<file path="src/rtl/switch_pkg.sv">
// ---------------------------------------------------------------------------
// switch_pkg
// Shared definitions for the N-port address-routed switch:
//   - default parameter values for switch_nport
//   - bcast_addr(): the all-ones broadcast address for a given address width
//   - port_idx_t: output port index (wide enough for up to 16 ports)
//   - fwd_cnt_t: 16-bit per-port forward counter
// No ports (package only).
// ---------------------------------------------------------------------------
package switch_pkg;

  localparam int NUM_PORTS_DEF  = 4;
  localparam int ADDR_W_DEF     = 8;
  localparam int DATA_W_DEF     = 16;
  localparam int FIFO_DEPTH_DEF = 4;

  typedef logic [3:0]  port_idx_t;
  typedef logic [15:0] fwd_cnt_t;

  // All-ones address of the given width, returned in a 32-bit container so
  // callers can size-cast it down to their own address width.
  function automatic logic [31:0] bcast_addr(input int addr_w);
    logic [63:0] ones;
    ones = (64'd1 << addr_w) - 64'd1;
    return ones[31:0];
  endfunction

endpackage

</file>
<file path="src/rtl/switch_fifo.sv">
// ---------------------------------------------------------------------------
// switch_fifo
// Synchronous FIFO used as one output queue of the switch. The head entry is
// presented combinationally from storage (first-word fall-through).
// Ports:
//   clock        sole clock, rising edge
//   rst          synchronous active-high reset (empties the FIFO)
//   push, wdata  write request and data; ignored while full
//   pop          read request; ignored while empty
//   rdata        head-of-queue data, valid while !empty
//   full, empty  registered occupancy flags (derived from pointer flops)
// ---------------------------------------------------------------------------
module switch_fifo #(
  parameter int DEPTH = 4,
  parameter int WIDTH = 24
) (
  input  logic             clock,
  input  logic             rst,
  input  logic             push,
  input  logic [WIDTH-1:0] wdata,
  input  logic             pop,
  output logic [WIDTH-1:0] rdata,
  output logic             full,
  output logic             empty
);

  localparam int PTR_W = $clog2(DEPTH);

  // Pointers carry one extra wrap bit so that equal indices can be told apart
  // as either empty (same lap) or full (writer one lap ahead).
  logic [PTR_W:0]     wr_ptr_q, wr_ptr_d;
  logic [PTR_W:0]     rd_ptr_q, rd_ptr_d;
  logic [WIDTH-1:0]   mem_q [DEPTH];
  logic [WIDTH-1:0]   mem_d [DEPTH];
  logic               do_push;
  logic               do_pop;

  assign empty = (wr_ptr_q == rd_ptr_q);
  assign full  = (wr_ptr_q[PTR_W] != rd_ptr_q[PTR_W]) &&
                 (wr_ptr_q[PTR_W-1:0] == rd_ptr_q[PTR_W-1:0]);
  assign rdata = mem_q[rd_ptr_q[PTR_W-1:0]];

  assign do_push = push && !full;
  assign do_pop  = pop && !empty;

  // Next-state for pointers and storage; a push and pop in the same cycle
  // advance both pointers so occupancy is unchanged.
  always_comb begin
    wr_ptr_d = wr_ptr_q;
    rd_ptr_d = rd_ptr_q;
    mem_d    = mem_q;
    if (do_push) begin
      mem_d[wr_ptr_q[PTR_W-1:0]] = wdata;
      wr_ptr_d = wr_ptr_q + {{PTR_W{1'b0}}, 1'b1};
    end
    if (do_pop) begin
      rd_ptr_d = rd_ptr_q + {{PTR_W{1'b0}}, 1'b1};
    end
  end

  // Pointer flops; reset empties the queue.
  always_ff @(posedge clock) begin
    if (rst) begin
      wr_ptr_q <= '0;
      rd_ptr_q <= '0;
    end else begin
      wr_ptr_q <= wr_ptr_d;
      rd_ptr_q <= rd_ptr_d;
    end
  end

  // Storage is deliberately left out of reset; contents are only meaningful
  // between the pointers.
  always_ff @(posedge clock) begin
    mem_q <= mem_d;
  end

endmodule

</file>
<file path="src/rtl/switch_nport.sv">
// ---------------------------------------------------------------------------
// switch_nport
// Single-input, NUM_PORTS-output address-routed switch. The top bits of addr
// select one output FIFO; the all-ones address is copied into every FIFO.
// Each output port is an independent valid/ready stream.
// Ports:
//   clock, rst        clock and synchronous active-high reset
//   vld, addr, data_in, rdy        input stream (accepted on vld && rdy)
//   out_vld, out_addr, out_data    per-port head of queue (packed per port)
//   out_rdy                        per-port sink ready
//   fwd_cnt           per-port saturating push counters (SWITCH_STATS_EN only)
// Optional feature macro: SWITCH_STATS_EN
// ---------------------------------------------------------------------------
module switch_nport
  import switch_pkg::*;
#(
  parameter int NUM_PORTS  = NUM_PORTS_DEF,
  parameter int ADDR_W     = ADDR_W_DEF,
  parameter int DATA_W     = DATA_W_DEF,
  parameter int FIFO_DEPTH = FIFO_DEPTH_DEF
) (
  input  logic                        clock,
  input  logic                        rst,
  input  logic                        vld,
  input  logic [ADDR_W-1:0]           addr,
  input  logic [DATA_W-1:0]           data_in,
  output logic                        rdy,
  output logic [NUM_PORTS-1:0]        out_vld,
  output logic [NUM_PORTS*ADDR_W-1:0] out_addr,
  output logic [NUM_PORTS*DATA_W-1:0] out_data,
  input  logic [NUM_PORTS-1:0]        out_rdy
`ifdef SWITCH_STATS_EN
  ,
  output logic [NUM_PORTS*16-1:0]     fwd_cnt
`endif
);

  localparam int PORT_W = $clog2(NUM_PORTS);
  localparam logic [ADDR_W-1:0] BCAST = ADDR_W'(bcast_addr(ADDR_W));

  logic [NUM_PORTS-1:0] full;
  logic [NUM_PORTS-1:0] empty;
  logic [NUM_PORTS-1:0] push;
  logic [NUM_PORTS-1:0] pop;
  port_idx_t            dest;
  logic                 is_bcast;
  logic                 accept;

  assign dest     = port_idx_t'(addr[ADDR_W-1 -: PORT_W]);
  assign is_bcast = (addr == BCAST);

  // Ready looks only at the address and the registered full flags, so a pop
  // in the same cycle never makes room for this cycle's push.
  always_comb begin
    rdy = 1'b0;
    if (is_bcast) begin
      rdy = ~|full;
    end else begin
      for (int p = 0; p < NUM_PORTS; p++) begin
        if (dest == port_idx_t'(p)) begin
          rdy = !full[p];
        end
      end
    end
  end

  assign accept = vld && rdy;

  // Push vector: the addressed port, or every port for a broadcast.
  always_comb begin
    for (int p = 0; p < NUM_PORTS; p++) begin
      push[p] = accept && (is_bcast || (dest == port_idx_t'(p)));
    end
  end

  assign out_vld = ~empty;
  assign pop     = out_vld & out_rdy;

  for (genvar g = 0; g < NUM_PORTS; g++) begin : g_port
    logic [ADDR_W+DATA_W-1:0] head;

    switch_fifo #(
      .DEPTH (FIFO_DEPTH),
      .WIDTH (ADDR_W + DATA_W)
    ) u_fifo (
      .clock (clock),
      .rst   (rst),
      .push  (push[g]),
      .wdata ({addr, data_in}),
      .pop   (pop[g]),
      .rdata (head),
      .full  (full[g]),
      .empty (empty[g])
    );

    assign out_addr[g*ADDR_W +: ADDR_W] = head[ADDR_W+DATA_W-1 -: ADDR_W];
    assign out_data[g*DATA_W +: DATA_W] = head[DATA_W-1:0];
  end

`ifdef SWITCH_STATS_EN
  fwd_cnt_t cnt_q [NUM_PORTS];
  fwd_cnt_t cnt_d [NUM_PORTS];

  // Per-port push counters that stick at all-ones instead of wrapping.
  always_comb begin
    for (int p = 0; p < NUM_PORTS; p++) begin
      cnt_d[p] = cnt_q[p];
      if (push[p] && (cnt_q[p] != 16'hFFFF)) begin
        cnt_d[p] = cnt_q[p] + 16'd1;
      end
    end
  end

  // Counter flops, cleared by reset.
  always_ff @(posedge clock) begin
    if (rst) begin
      for (int p = 0; p < NUM_PORTS; p++) begin
        cnt_q[p] <= '0;
      end
    end else begin
      cnt_q <= cnt_d;
    end
  end

  for (genvar g = 0; g < NUM_PORTS; g++) begin : g_cnt
    assign fwd_cnt[g*16 +: 16] = cnt_q[g];
  end
`endif

endmodule
</file>
<file path="config.mk">
export PLATFORM = sky130hd
export DESIGN_NAME = switch_nport
export DESIGN_NICKNAME = d
export VERILOG_FILES = /design/src/rtl/switch_pkg.sv /design/src/rtl/switch_fifo.sv /design/src/rtl/switch_nport.sv
export SDC_FILE = /design/constraint.sdc
export NUM_CORES = 1
export LEC_CHECK = 0
export ABC_AREA = 1
export CAP_MARGIN = 20
export CORE_MARGIN = 1
export CORE_UTILIZATION = 49
export DETAILED_ROUTE_END_ITERATION = 6
export DONT_BUFFER_PORTS = 1
export PLACE_DENSITY = 0.67
export SLEW_MARGIN = 20
export SYNTH_ARGS = -nofsm -noshare
export SYNTH_HDL_FRONTEND = slang
export SYNTH_SLANG_ARGS = --single-unit
</file>
<file path="constraint.sdc">
create_clock -name clock -period 5.35 [get_ports clock]
set_clock_uncertainty 0.1 [all_clocks]
set_input_delay 1.07 -clock clock [delete_from_list [all_inputs] [get_ports clock]]
set_output_delay 1.07 -clock clock [all_outputs]
set_load 0.005 [all_outputs]
</file>
-- Word level (Yosys, flattened, before mapping)
Index checks and enable logic that the tools add are counted.
- register bits: 408
- logic and storage cells: 135
- order comparisons: 12
- bitwise gates (word level): 10
- equal/unequal tests: 16
- reduce and logical (&&, ||, !) cells: 36
- multiplexer cells: 29
- $add $sub $neg: 8
- operator list (kind ; count):
    bitwise mux 96 bit ; 4
    2-to-1 mux 24 bit ; 12
    binary-select mux 24 bit (select 2 bit) ; 4
    demux 24 bit (select 2 bit) ; 4
    adder 3 x 1 -> 3 bit (second input constant) ; 8
    >= comparator 3 bit (second input constant) ; 8
    inverter 2 -> 3 bit ; 8
    logical AND 1 bit ; 21
    equality test 3 bit ; 4
    < comparator 3 x 1 -> 1 bit (second input constant) ; 4
    zero test 1 bit ; 9
    equality test 2 bit ; 4
    equality test 8 bit (second input constant) ; 1
    2-to-1 mux 1 bit ; 5
    AND 4 bit ; 1
    equality test 2 bit (second input constant) ; 2
    zero test 4 bit ; 1
    logical OR 1 bit ; 4
    != test 1 bit ; 4
    inverter 4 bit ; 1
    OR reduction 4 bit ; 1
    equality test 2 x 1 -> 1 bit (second input constant) ; 1

-- Logic depth before layout (Yosys ltp)
Gate-level depths: netlist (run 1).
- depth after elaboration: 11
- gate-level depth with buffers: 12
- depth with buffers taken out: 11

-- Modules after synthesis
A second synthesis (run 1) with hierarchy kept.
- cell total of the unflattened synthesis: 1249
- area total of the unflattened synthesis: 16289.4 µm²
- by module, submodules not included (module ; cells an instance ; seq. area each (µm²) ; instances ; area each (µm²)):
    switch_fifo ; 302 ; 3002.9 ; 4 ; 4023.9
    switch_nport ; 41 ; 0.0 ; 1 ; 193.9

-- Least setup slack after synthesis (run 1)
OpenSTA, ideal clock, no wires.
- path type: in2reg
- from: in addr[6]
- to: reg g_port[2].u_fifo.mem_q[24] (netlist name) (enable)
- required time: 4845 ps
- setup time: 405 ps
- arrival time: 2928 ps
- setup slack: 1917 ps
- buffers on the path: 1
- stages: 10
- cells stage by stage: nand2_1 -> nor2_1 -> nand2_2 -> nand2_1 -> nand3_1 -> nand2_1 -> nor2_2 -> buf_6 -> nand3_4 -> nor2_1
- longest elaborated chain between the ends: 9
- elaborated cells between the ends (all ways): 14
- those cells by class: 4 x eq/ne; 5 x mux; 5 x reduce/logical
- ends and longest elaborated chain (element ; line ; text):
    start: declaration ; switch_nport.sv:25 ; input logic [ADDR_W-1:0] addr,
    zero test 4 bit ; switch_nport.sv:60 ; if (dest == port_idx_t'(p)) begin
    2-to-1 mux 1 bit (4 in a row) ; switch_nport.sv:60 ;
    2-to-1 mux 1 bit * ; switch_nport.sv:56 ; if (is_bcast) begin
    net rdy ; switch_nport.sv:27 ; output logic rdy,
    logical AND 1 bit * ; switch_nport.sv:67 ; assign accept = vld && rdy;
    logical AND 1 bit * ; switch_nport.sv:72 ; push[p] = accept && (is_bcast || (dest == port_idx_t'(p)));
    logical AND 1 bit * ; switch_fifo.sv:43 ; assign do_push = push && !full;
    end signal: assignment ; switch_fifo.sv:75 ; mem_q <= mem_d;
    end: declaration ; switch_fifo.sv:33 ; logic [WIDTH-1:0] mem_q [DEPTH];
The timed path passes the listed nets; every way through them passes the cells marked *.
A chain may end at the register's enable or synchronous reset.

-- Worst setup path after layout (run 1)
- from: reg g_port[2].u_fifo.rd_ptr_q[1]
- to: out rdy
- longest elaborated chain between the ends: 6
- elaborated cells between the ends (all ways): 8
- those cells by class: 1 x eq/ne; 3 x mux; 4 x reduce/logical
- ends and longest elaborated chain (element ; line ; text):
    start: declaration ; switch_fifo.sv:32 ; logic [PTR_W:0] rd_ptr_q, rd_ptr_d;
    start signal: assignment ; switch_fifo.sv:68 ; rd_ptr_q <= rd_ptr_d;
    equality test 2 bit * ; switch_fifo.sv:40 ; (wr_ptr_q[PTR_W-1:0] == rd_ptr_q[PTR_W-1:0]);
    logical AND 1 bit * ; switch_fifo.sv:39 ; assign full = (wr_ptr_q[PTR_W] != rd_ptr_q[PTR_W]) &&
    zero test 1 bit ; switch_nport.sv:61 ; rdy = !full[p];
    2-to-1 mux 1 bit (2 in a row) ; switch_nport.sv:60 ;
    2-to-1 mux 1 bit * ; switch_nport.sv:56 ;
    end: declaration ; switch_nport.sv:27 ;
Mark *: on every way between the ends. The rest lies on a longest branch, timed or not.

==> results of run 1 <==
per-layer routing:
metal / up-vias / GRT usage (%) / part of all wire (%)
li1: 4312 / - / -
met1: 4628 / 29.4 / 42
met2: 288 / 34.4 / 46
met3: 69 / 5.89 / 7.8
met4: 0 / 9.64 / 3.7
met5: - / 0 / 0
synth_stat cells (all sizes together), types with 9 or more instances:
| cell | count |
|---|---|
| a21oi | 18 |
| clkbuf | 58 |
| dfxtp | 24 |
| edfxtp | 384 |
| ha | 20 |
| inv | 42 |
| nand2 | 61 |
| nand3 | 10 |
| nand4 | 9 |
| nor2 | 224 |
| o21ai | 201 |
| o22ai | 96 |
| xor2 | 10 |
kinds of logic after synthesis:
logic type | synth area share (%)
flip-flops | 76.6
AO/OA/AOI/OAI | 10.8
buffers and inverters | 2.54
XOR/XNOR | 0.670
adder cells (fa/ha/maj) | 1.60
AND/OR/NAND/NOR | 7.80
through the flow:
| stage | power [mW] | area (sq um) |
|---|---|---|
| floorplan | 4.15 | 15700 |
| global placement | 4.38 | 16200 |
| detailed placement | 4.39 | 16200 |
| CTS | 7.22 | 17600 |
| global route | 7.42 | 17600 |
| finish | 7.17 | 17600 |
worst max-delay path by stage:
stage                                 end                         start  cells after the start  slack, ps
5_1_grt                               rdy  g_port[2].u_fifo.rd_ptr_q[1]                      8       1280
2_1_floorplan  g_port[2].u_fifo.mem_q[24]                       addr[6]                     10       1920
3_5_place_dp    g_port[0].u_fifo.mem_q[5]                       addr[6]                     11       1580
3_3_place_gp    g_port[0].u_fifo.mem_q[8]                       addr[6]                     11       1670
6_report                              rdy  g_port[2].u_fifo.rd_ptr_q[1]                      8       1520
4_1_cts                      out_data[54]  g_port[3].u_fifo.rd_ptr_q[0]                      4       1450
area by class of cell:
class / instances / area (sq um)
fillers: 2476 / 14000
clock inverters: 7 / 85.1
clock buffers: 67 / 1270
flip-flops and latches: 408 / 12000
well taps: 402 / 503
multi-input cells: 653 / 3320
repair buffers: 29 / 238
inverters: 42 / 158
critical path: stages, from the launching register on:
cell                      delay [ps]
sky130_fd_sc_hd__dfxtp_1         910
sky130_fd_sc_hd__inv_2           420
sky130_fd_sc_hd__nand2_1         150
sky130_fd_sc_hd__nand2_1          60
sky130_fd_sc_hd__nor2_1          140
sky130_fd_sc_hd__nand3_1         100
sky130_fd_sc_hd__nand2_1          80
sky130_fd_sc_hd__nor2_2           70
sky130_fd_sc_hd__buf_4           180
power by group through the flow:
stage / Clock (mW) / Sequential, mW / Combinational [mW]
floorplan: 0 / 3.64 / 0.519
global placement: 0 / 3.67 / 0.713
detailed placement: 0 / 3.67 / 0.724
CTS: 2.89 / 3.60 / 0.725
global route: 3.00 / 3.61 / 0.807
finish: 2.84 / 3.60 / 0.724
registers in the layout, indices dropped and copies added, names as in the netlist:
signal	flops
g_port.u_fifo.wr_ptr_q	12
g_port.u_fifo.mem_q	384
g_port.u_fifo.rd_ptr_q	12
==> impl_summary.log, run 1 <==
[metrics] number of H-tree branching levels: 2
[metrics] largest area contributor in the netlist: sky130_fd_sc_hd__edfxtp_1
[metrics] Layout Utilization: 55.7%
[metrics] r2r setup slk: 1670 ps
[metrics] count of yosys warnings during synthesis: 0
[metrics] post-placement worst setup slack: 1580 ps
[metrics] global-route wire length before repair: 54000 um
[metrics] fraction of synthesized cell area taken by the top area cell type: 73.5%
[metrics] depth of the most critical reg-to-reg path: 11
[metrics] endpoints failing hold: 0
[metrics] cell internal pwr: 5.46 mW
[metrics] hold bufs inserted after CTS: 0
[metrics] Achievable Freq: 261 MHz
[metrics] highest net fanout along the worst path: 27
[metrics] number of clock sinks: 408
[metrics] share of post-route cells with drive strength above 1: 9.37%
[metrics] HPWL after detailed placement: 20800 um
[metrics] actual transition at the worst max-transition pin: 1030 ps
[metrics] Max-slew headroom: 31.3%
[metrics] Cell variety after synth: 24
[metrics] routed length per instance: 22.5 um
[metrics] number of buffers inserted by port buffering: 0
[metrics] Post-CTS Repair Setup Buffers: 0
[metrics] leading cell type in the layout, fill and taps excluded: sky130_fd_sc_hd__edfxtp_1
[metrics] detailed-routing iteration count for the pre-antenna-repair pass: 5
[metrics] synthesized cell area: 15700 sq um
[metrics] data arrival time of the worst path: 2660 ps
[metrics] sequential area share after synthesis: 76.6%
[metrics] Max Slew Vio Count: 0
[metrics] destination of the worst hold path: g_port[2].u_fifo.wr_ptr_q[2]
[metrics] total power per unit cell area: 408 nW/um^2
[metrics] DRC violations left: 0
[metrics] die height: 181 um
[metrics] Worst EP required: 4180 ps
[metrics] Max rail drop VDD: 0.000219 V
[metrics] worst path setup slack after routing: 1520 ps
[metrics] clock slew at reported path FFs: 60 ps
[metrics] #FFs+latches synth: 408
[metrics] Hold Slack: 398 ps
[metrics] non-filler cells, final: 1608
[metrics] area growth from synthesis to final layout: 12.1%
[metrics] CP Capture Type: output port
[metrics] antenna cells: 0
[metrics] Avg Synthesized Cell Area: 13.5 sq um
[metrics] Flop pwr share: 50.3%
[metrics] setup violation total in the final timing report: 0
[metrics] maximum clock path buffer count: 3
[metrics] end of the worst register-to-register path: g_port[0].u_fifo.mem_q[15]
[metrics] Rows: 65
[metrics] share of async-settable or async-resettable flops after synthesis: 0%
[metrics] total of max-cap violations: 0
[metrics] floorplan core area: 31600 sq um
[metrics] nature of the critical path startpoint: flop
[metrics] antenna violations before repair: 2
[metrics] Clk Latency, worst-skew pair: 530 ps
[metrics] effective utilization at floorplan: 49.7%
[metrics] leakage power total: 5.90 nW
[metrics] net count of the finished layout: 1227
[metrics] clock network power share: 39.6%
[metrics] switching pwr: 1.71 mW
[metrics] CP Class: flop to output port
[metrics] nets in the synthesized netlist: 1215
[metrics] number of gates resized after CTS: 0
[metrics] pin count of the biggest net entering global routing: 52
[metrics] overall track demand over capacity in global routing: 22.1%
[metrics] commonest cells after routing, fill and taps aside: sky130_fd_sc_hd__edfxtp_1, sky130_fd_sc_hd__nor2_1, sky130_fd_sc_hd__o21ai_0, sky130_fd_sc_hd__o22ai_1, sky130_fd_sc_hd__nand2_1
[metrics] Hold Startpoint: g_port[2].u_fifo.wr_ptr_q[2]
[metrics] wire length reported by the detailed router: 36200 um
[metrics] residual antenna-violating net count after detailed routing: 0
[metrics] instance count of the mapped netlist: 1164
[metrics] post-layout min period: 3830 ps
[metrics] number of placed I/O pins: 132
[metrics] number of placed instances, taps included: 1533
[metrics] die span in x: 181 um
[metrics] drt first-iter violations: 789
[metrics] Die ar.: 32700 sq um
[metrics] total number of vias: 9297
[metrics] instance count along the most critical hold path: 2
[metrics] share of the cycle needed by the critical path after routing: 71.6%
[metrics] net switching fraction of the power: 23.8%
[metrics] post-DR vias/cell: 5.78
[metrics] RR Startpoint: g_port[2].u_fifo.rd_ptr_q[1]
[metrics] CTS root buffer: sky130_fd_sc_hd__clkbuf_16
[metrics] number of enable-type register cells in the synthesized netlist: 384
[metrics] setup TNS: 0 ps
[metrics] Inserted Clock Buffers: 42
[metrics] combinational power share: 10.1%
[metrics] number of global-route vias before repair: 8824
[metrics] RSZ-0062 raised after global routing: no
[metrics] final RePlAce weighted congestion: 0.804
[metrics] global route total overflow: 0
[metrics] Main synth FF type: sky130_fd_sc_hd__edfxtp_1
[metrics] biggest area contributors in the synthesized netlist: sky130_fd_sc_hd__edfxtp_1, sky130_fd_sc_hd__o21ai_0, sky130_fd_sc_hd__nor2_1, sky130_fd_sc_hd__o22ai_1, sky130_fd_sc_hd__dfxtp_1
[metrics] result of the run: finished, final reports clean
[metrics] Min-Delay Path Class: flop to flop
[metrics] CTS tree: done
No activity file was read; power rests on OpenSTA's default activity.
==> run 2, diff against run 1 <==
PLACE_DENSITY = 0.69   (was 0.67)
clock period = 3.1 ns   (was 5.35 ns; I/O delays follow)
==> run 2 against run 1 <==
Final cell count rose by 0.81%; global-route usage fell by 0.28 points; critical path depth fell by 1; flip-flop and latch count did not move; die area did not move; non-clock buffer count rose by 15; register-to-register slack got worse by 1200 ps; routed wire length fell by 1.6%; sequential share of layout area fell by 0.22 points; design area rose by 0.32%; critical endpoint unchanged; largest power group unchanged; highest routed layer unchanged.
==> impl_summary.log, run 2 (synthesis results as in run 1) <==
[metrics] number of placed I/O pins: 132 (unchanged)
[metrics] CP Class: flop to output port
[metrics] RR Startpoint: g_port[0].u_fifo.rd_ptr_q[1]
[metrics] total number of vias: 9237 (-0.65%)
[metrics] share of post-route cells with drive strength above 1: 10.7% (+1.3 points)
[metrics] Worst path top cell family by delay: simple AND/OR/NAND/NOR gates
[metrics] setup TNS: 0 ps (unchanged)
[metrics] summed area of non-filler cells in the final layout: 17600 sq um (+0.32%)
[metrics] CP bufs+invs: 1 (-1)
[metrics] Worst EP required: 2380 ps (-1800 ps)
[metrics] post-placement worst setup slack: 293 ps (-1290 ps)
[metrics] pin count of the biggest net entering global routing: 51 (-1.9%)
[metrics] CTS root buffer: sky130_fd_sc_hd__clkbuf_16
[metrics] CTS tree: done
[metrics] data arrival time of the worst path: 1960 ps (-700 ps)
[metrics] overall track demand over capacity in global routing: 21.8% (-0.28 points)
[metrics] drt first-iter violations: 808 (+2.4%)
[metrics] detailed-routing iteration count for the pre-antenna-repair pass: 5 (unchanged)
[metrics] number of H-tree branching levels: 2 (unchanged)
[metrics] final RePlAce weighted congestion: 0.843 (+4.9%)
[metrics] total power: 12.3 mW (+71%)
[metrics] post-place instance area: 16300 sq um (+0.82%)
[metrics] clock slew at reported path FFs: 60 ps (about the same)
[metrics] residual antenna-violating net count after detailed routing: 0 (unchanged)
[metrics] Die ar.: 32700 sq um (unchanged)
[metrics] destination of the worst hold path: g_port[3].u_fifo.wr_ptr_q[0]
[metrics] net count of the finished layout: 1239 (+0.98%)
[metrics] endpoints failing hold: 0 (unchanged)
[metrics] r2r setup slk: 500 ps (-1170 ps)
[metrics] leading cell type in the layout, fill and taps excluded: sky130_fd_sc_hd__edfxtp_1
[metrics] top register by number of flip-flops: g_port.u_fifo.mem_q
[metrics] number of global-route vias before repair: 8865 (+0.46%)
[metrics] share of the cycle needed by the critical path after routing: 86.5%
[metrics] global-route wire length before repair: 53500 um (-0.89%)
[metrics] effective utilization at floorplan: 49.7% (unchanged)
[metrics] floorplan core area: 31600 sq um (unchanged)
[metrics] maximum clock path buffer count: 3 (unchanged)
[metrics] Rows: 65 (unchanged)
[metrics] CP Capture Type: output port
[metrics] Max Slew Vio Count: 0 (unchanged)
[metrics] number of flip-flops in the largest register: 384 (unchanged)
[metrics] die height: 181 um (unchanged)
[metrics] die span in x: 181 um (unchanged)
[metrics] routed length per instance: 22.0 um (-2.4%)
[metrics] library cell contributing the largest single delay on the critical path: sky130_fd_sc_hd__dfxtp_1
[metrics] worst path setup slack after routing: 419 ps (-1100 ps)
[metrics] setup violation total in the final timing report: 0 (unchanged)
[metrics] Inserted Clock Buffers: 39 (-7.1%)
[metrics] actual transition at the worst max-transition pin: 502 ps (-526 ps)
[metrics] HPWL after detailed placement: 21300 um (+2.3%)
[metrics] Layout Utilization: 55.9% (+0.18 points)
[metrics] post-layout min period: 2680 ps
[metrics] area growth from synthesis to final layout: 12.4%
[metrics] largest registers: g_port.u_fifo.mem_q x384, g_port.u_fifo.rd_ptr_q x12, g_port.u_fifo.wr_ptr_q x12
[metrics] wire length reported by the detailed router: 35600 um (-1.6%)
[metrics] global route total overflow: 0 (unchanged)
[metrics] Hold Startpoint: rst
[metrics] Max rail drop VDD: 0.000407 V (+86%)
[metrics] Max-slew headroom: 66.5% (+35 points)
[metrics] depth of the most critical reg-to-reg path: 9 (-2)
[metrics] most used cell, CP: sky130_fd_sc_hd__nand2_1
[metrics] antenna violations before repair: 1 (-1)
[metrics] Achievable Freq: 373 MHz
[metrics] leakage power total: 5.93 nW (+0.61%)
[metrics] highest net fanout along the worst path: 11 (-59%)
[metrics] nature of the critical path startpoint: flop
[metrics] result of the run: finished, final reports clean
[metrics] total of max-cap violations: 0 (unchanged)
[metrics] number of clock sinks: 408 (unchanged)
[metrics] post-DR vias/cell: 5.70 (-1.4%)
[metrics] instance count along the most critical hold path: 1 (-1)
[metrics] slowest cell delay on critical path: 520 ps (-390 ps)
[metrics] hold bufs inserted after CTS: 0 (unchanged)
[metrics] DRC violations left: 0 (unchanged)
[metrics] Min-Delay Path Class: input pin to flop
[metrics] Clk Latency, worst-skew pair: 520 ps (about the same)
[metrics] number of buffers inserted by port buffering: 0 (unchanged)
[metrics] Post-CTS Repair Setup Buffers: 0 (unchanged)
[metrics] cell-by-cell trace of the critical path: nand2_1 > nand2_1 > nor2_2 > nand3_1 > nand2_1 > nor2_2 > buf_4
[metrics] total power per unit cell area: 695 nW/um^2 (+70%)
[metrics] commonest cells after routing, fill and taps aside: sky130_fd_sc_hd__edfxtp_1, sky130_fd_sc_hd__nor2_1, sky130_fd_sc_hd__o21ai_0, sky130_fd_sc_hd__o22ai_1, sky130_fd_sc_hd__nand2_1
[metrics] end of the worst register-to-register path: g_port[0].u_fifo.mem_q[8]
[metrics] RSZ-0062 raised after global routing: no
[metrics] number of gates resized after CTS: 0 (unchanged)
==> run 2: cell types whose count changed in the layout (fill, tap and decap cells not counted), moves of 2 or more <==
cell                         change
sky130_fd_sc_hd__buf_4          +15
sky130_fd_sc_hd__bufinv_16       +2
sky130_fd_sc_hd__clkbuf_1        -7
sky130_fd_sc_hd__clkbuf_16       -4
sky130_fd_sc_hd__clkbuf_8        -3
sky130_fd_sc_hd__clkinv_2        +2
sky130_fd_sc_hd__clkinvlp_4      +4
==> run 2: per-stage QoR <==
step	std cells	hold slack, ps
after floorplan	1164	376
after global placement	1549	381
after detailed placement	1549	390
after CTS	1620	49.8
after global routing	1621	47.4
final	1621	69.2
==> run 2: area by class of cell <==
cell class,instances,area (sq um)
Sequential cell,408,12000
Antenna cell,1,2.50
Inverter,42,158
Fill cell,2510,13900
Multi-Input combinational cell,653,3320
Timing Repair Buffer,44,343
Clock inverter,18,201
Tap cell,402,503
Clock buffer,53,1100
==> run 2: worst reg2reg max path: stages, from the launching register on <==
cell and delay, ps:
sky130_fd_sc_hd__dfxtp_1 520, sky130_fd_sc_hd__nand2_1 90, sky130_fd_sc_hd__nand2_1 80, sky130_fd_sc_hd__nor2_2 50, sky130_fd_sc_hd__nand3_1 70, sky130_fd_sc_hd__nand2_1 60, sky130_fd_sc_hd__nor2_2 320, sky130_fd_sc_hd__nand3_1 400
sky130_fd_sc_hd__nor2_2 180, sky130_fd_sc_hd__buf_4 380
==> run 2: per-layer routing <==
metal | share of wire [%] | GRT usage [%]
met3 | 9.6 | 6.63
met2 | 47 | 34.5
met1 | 41 | 29.0
met4 | 2.6 | 6.84
met5 | 0 | 0
==> run 2: how the worst max path moves through the flow <==
stage / cells past startpoint / to / from
floorplan: 10 / g_port[2].u_fifo.mem_q[24] / addr[6]
global placement: 10 / g_port[0].u_fifo.mem_q[4] / addr[6]
detailed placement: 10 / g_port[0].u_fifo.mem_q[4] / addr[6]
CTS: 4 / out_addr[31] / g_port[3].u_fifo.rd_ptr_q[0]
global route: 7 / rdy / g_port[0].u_fifo.rd_ptr_q[1]
finish: 7 / rdy / g_port[0].u_fifo.rd_ptr_q[1]
==> run 2: power breakdown <==
group          internal, mW  switching (mW)  total (mW)
Sequential             6.12          0.0431        6.16
Combinational         0.359           0.952        1.31
Clock                  2.83            1.95        4.78
==> run 3, diff against run 2 <==
CORE_ASPECT_RATIO = 0.9   (was not set)
CORE_UTILIZATION = 40   (was 49)
PLACE_DENSITY = 0.64   (was 0.69)
==> run 3 against run 2 <==
Power grew 0.51%; sequential share of layout area shrank 0.62 points; setup slack worse by 190 ps; final cell count grew 7.6%; critical path depth down 2; largest cell class unchanged; highest routed layer unchanged.
==> impl_summary.log, run 3 (synthesis results as in run 1) <==
[metrics] instance count along the most critical hold path: 1 (unchanged)
[metrics] clock slew at reported path FFs: 60 ps (about the same)
[metrics] post-DR vias/cell: 5.21 (-8.6%)
[metrics] RSZ-0062 raised after global routing: no
[metrics] maximum clock path buffer count: 3 (unchanged)
[metrics] CTS tree: done
[metrics] number of filler instances in the final layout: 3407 (+36%)
[metrics] Max rail drop VDD: 0.000501 V (+23%)
[metrics] Layout Utilization: 46.3% (-9.6 points)
[metrics] hold bufs inserted after CTS: 0 (unchanged)
[metrics] die height: 190 um (+4.9%)
[metrics] result of the run: finished, final reports clean
[metrics] largest registers: g_port.u_fifo.mem_q x384, g_port.u_fifo.rd_ptr_q x12, g_port.u_fifo.wr_ptr_q x12
[metrics] Achievable Freq: 348 MHz (-6.7%)
[metrics] number of flip-flops in the largest register: 384 (unchanged)
[metrics] Min-Delay Path Class: input pin to flop
[metrics] floorplan core area: 38500 sq um (+22%)
[metrics] slowest cell delay on critical path: 460 ps (-60 ps)
[metrics] total number of vias: 9089 (-1.6%)
[metrics] share of post-route cells with drive strength above 1: 10.4% (-0.26 points)
[metrics] total power: 12.3 mW (+0.51%)
[metrics] overall track demand over capacity in global routing: 18.6% (-3.2 points)
[metrics] top register by number of flip-flops: g_port.u_fifo.mem_q
[metrics] commonest cells after routing, fill and taps aside: sky130_fd_sc_hd__edfxtp_1, sky130_fd_sc_hd__nor2_1, sky130_fd_sc_hd__o21ai_0, sky130_fd_sc_hd__o22ai_1, sky130_fd_sc_hd__nand2_1
[metrics] number of gates resized after CTS: 0 (unchanged)
[metrics] drt first-iter violations: 758 (-6.2%)
[metrics] effective utilization at floorplan: 40.8% (-8.9 points)
[metrics] setup violation total in the final timing report: 0 (unchanged)
[metrics] leading cell type in the layout, fill and taps excluded: sky130_fd_sc_hd__edfxtp_1
[metrics] actual transition at the worst max-transition pin: 577 ps (+74.1 ps)
[metrics] total power per unit cell area: 692 nW/um^2 (-0.41%)
[metrics] Inserted Clock Buffers: 41 (+5.1%)
[metrics] Max Slew Vio Count: 0 (unchanged)
[metrics] global route total overflow: 0 (unchanged)
[metrics] DRC violations left: 0 (unchanged)
[metrics] number of H-tree branching levels: 2 (unchanged)
[metrics] Post-CTS Repair Setup Buffers: 0 (unchanged)
[metrics] global-route wire length before repair: 55100 um (+2.9%)
[metrics] routed length per instance: 21.5 um (-2.2%)
[metrics] residual antenna-violating net count after detailed routing: 0 (unchanged)
[metrics] nature of the critical path startpoint: flop
[metrics] most used cell, CP: sky130_fd_sc_hd__buf_4
[metrics] leakage power total: 5.96 nW (+0.43%)
[metrics] Clk Latency, worst-skew pair: 530 ps (about the same)
[metrics] library cell contributing the largest single delay on the critical path: sky130_fd_sc_hd__o22ai_1
[metrics] CP Capture Type: output port
[metrics] post-layout min period: 2870 ps (+191 ps)
[metrics] wire length reported by the detailed router: 37500 um (+5.3%)
[metrics] Worst EP required: 2380 ps (about the same)
[metrics] share of the cycle needed by the critical path after routing: 92.6% (+6.2 points)
[metrics] area growth from synthesis to final layout: 13.5%
[metrics] Die ar.: 40000 sq um (+22%)
[metrics] die span in x: 211 um (+16%)
[metrics] r2r setup slk: 420 ps (-80 ps)
[metrics] number of clock sinks: 408 (unchanged)
[metrics] antenna cells: 0 (-1)
[metrics] net count of the finished layout: 1243 (+0.32%)
[metrics] endpoints failing hold: 0 (unchanged)
[metrics] pin count of the biggest net entering global routing: 51 (unchanged)
[metrics] number of placed instances, taps included: 1674 (+8.1%)
[metrics] depth of the most critical reg-to-reg path: 11 (+2)
[metrics] Max-slew headroom: 62.1% (-4.4 points)
[metrics] cell-by-cell trace of the critical path: buf_4 > inv_2 > buf_4 > o21ai_0 > o22ai_1
[metrics] detailed-routing iteration count for the pre-antenna-repair pass: 5 (unchanged)
[metrics] setup TNS: 0 ps (unchanged)
[metrics] CP Class: flop to output port
[metrics] Rows: 68 (+4.6%)
[metrics] highest net fanout along the worst path: 25 (+14)
[metrics] number of buffers inserted by port buffering: 0 (unchanged)
[metrics] CTS root buffer: sky130_fd_sc_hd__clkbuf_16
[metrics] non-filler cells, final: 1745 (+7.6%)
[metrics] antenna violations before repair: 0 (-1)
[metrics] final RePlAce weighted congestion: 0.800 (-5.2%)
[metrics] number of placed I/O pins: 132 (unchanged)
[metrics] HPWL after detailed placement: 22900 um (+7.9%)
[metrics] data arrival time of the worst path: 2150 ps (+190 ps)
[metrics] number of global-route vias before repair: 8604 (-2.9%)
[metrics] total of max-cap violations: 0 (unchanged)
run 3: layout make-up:
class / instances / area, sq um / share of cell area, %
well taps: 525 / 657 / 3.69
flip-flops and latches: 408 / 12000 / 67.5
clock buffers: 53 / 1110 / 6.26
inverters: 42 / 158 / 0.886
clock inverters: 18 / 184 / 1.03
multi-input cells: 653 / 3320 / 18.6
repair buffers: 46 / 358 / 2.01
run 3: routing by layer:
metal,GRT usage (%),routed length [um]
met1,25.7,16500
met2,29.3,17500
met3,5.13,2760
met4,4.29,691
met5,0,0
run 3: critical path: cells and delay by family, from the launching register on:
kind                   cells  cell delay (ps)
AOI/OAI and AO/OA          2              600
DFF                        1              440
buffers and inverters      3              580
run 3: path summary, 6_finish.rpt:
check                               startpoint                           end
setup reg to reg  g_port[2].u_fifo.rd_ptr_q[1]     g_port[3].u_fifo.mem_q[6]
hold reg to reg   g_port[0].u_fifo.wr_ptr_q[2]  g_port[0].u_fifo.wr_ptr_q[2]
hold / removal                             rst  g_port[0].u_fifo.wr_ptr_q[2]
setup / recovery  g_port[2].u_fifo.rd_ptr_q[1]                  out_addr[19]
run 3: metrics by stage:
stage | cell area [sq um] | hold WS, ps | setup slack, ps
floorplan | 15700 | 376 | 117
global placement | 16500 | 387 | 391
detailed placement | 16500 | 388 | 352
CTS | 17800 | 42.9 | 226
global route | 17800 | 46.2 | 98.1
finish | 17800 | 58.5 | 228
run 3: where the power goes:
part | switching [mW] | internal (mW) | leakage (nW) | total, mW
Sequential | 0.0482 | 6.12 | 3.66 | 6.17
Combinational | 0.989 | 0.358 | 1.66 | 1.35
Clock | 1.95 | 2.86 | 0.635 | 4.80
Total | 2.98 | 9.33 | 5.96 | 12.3
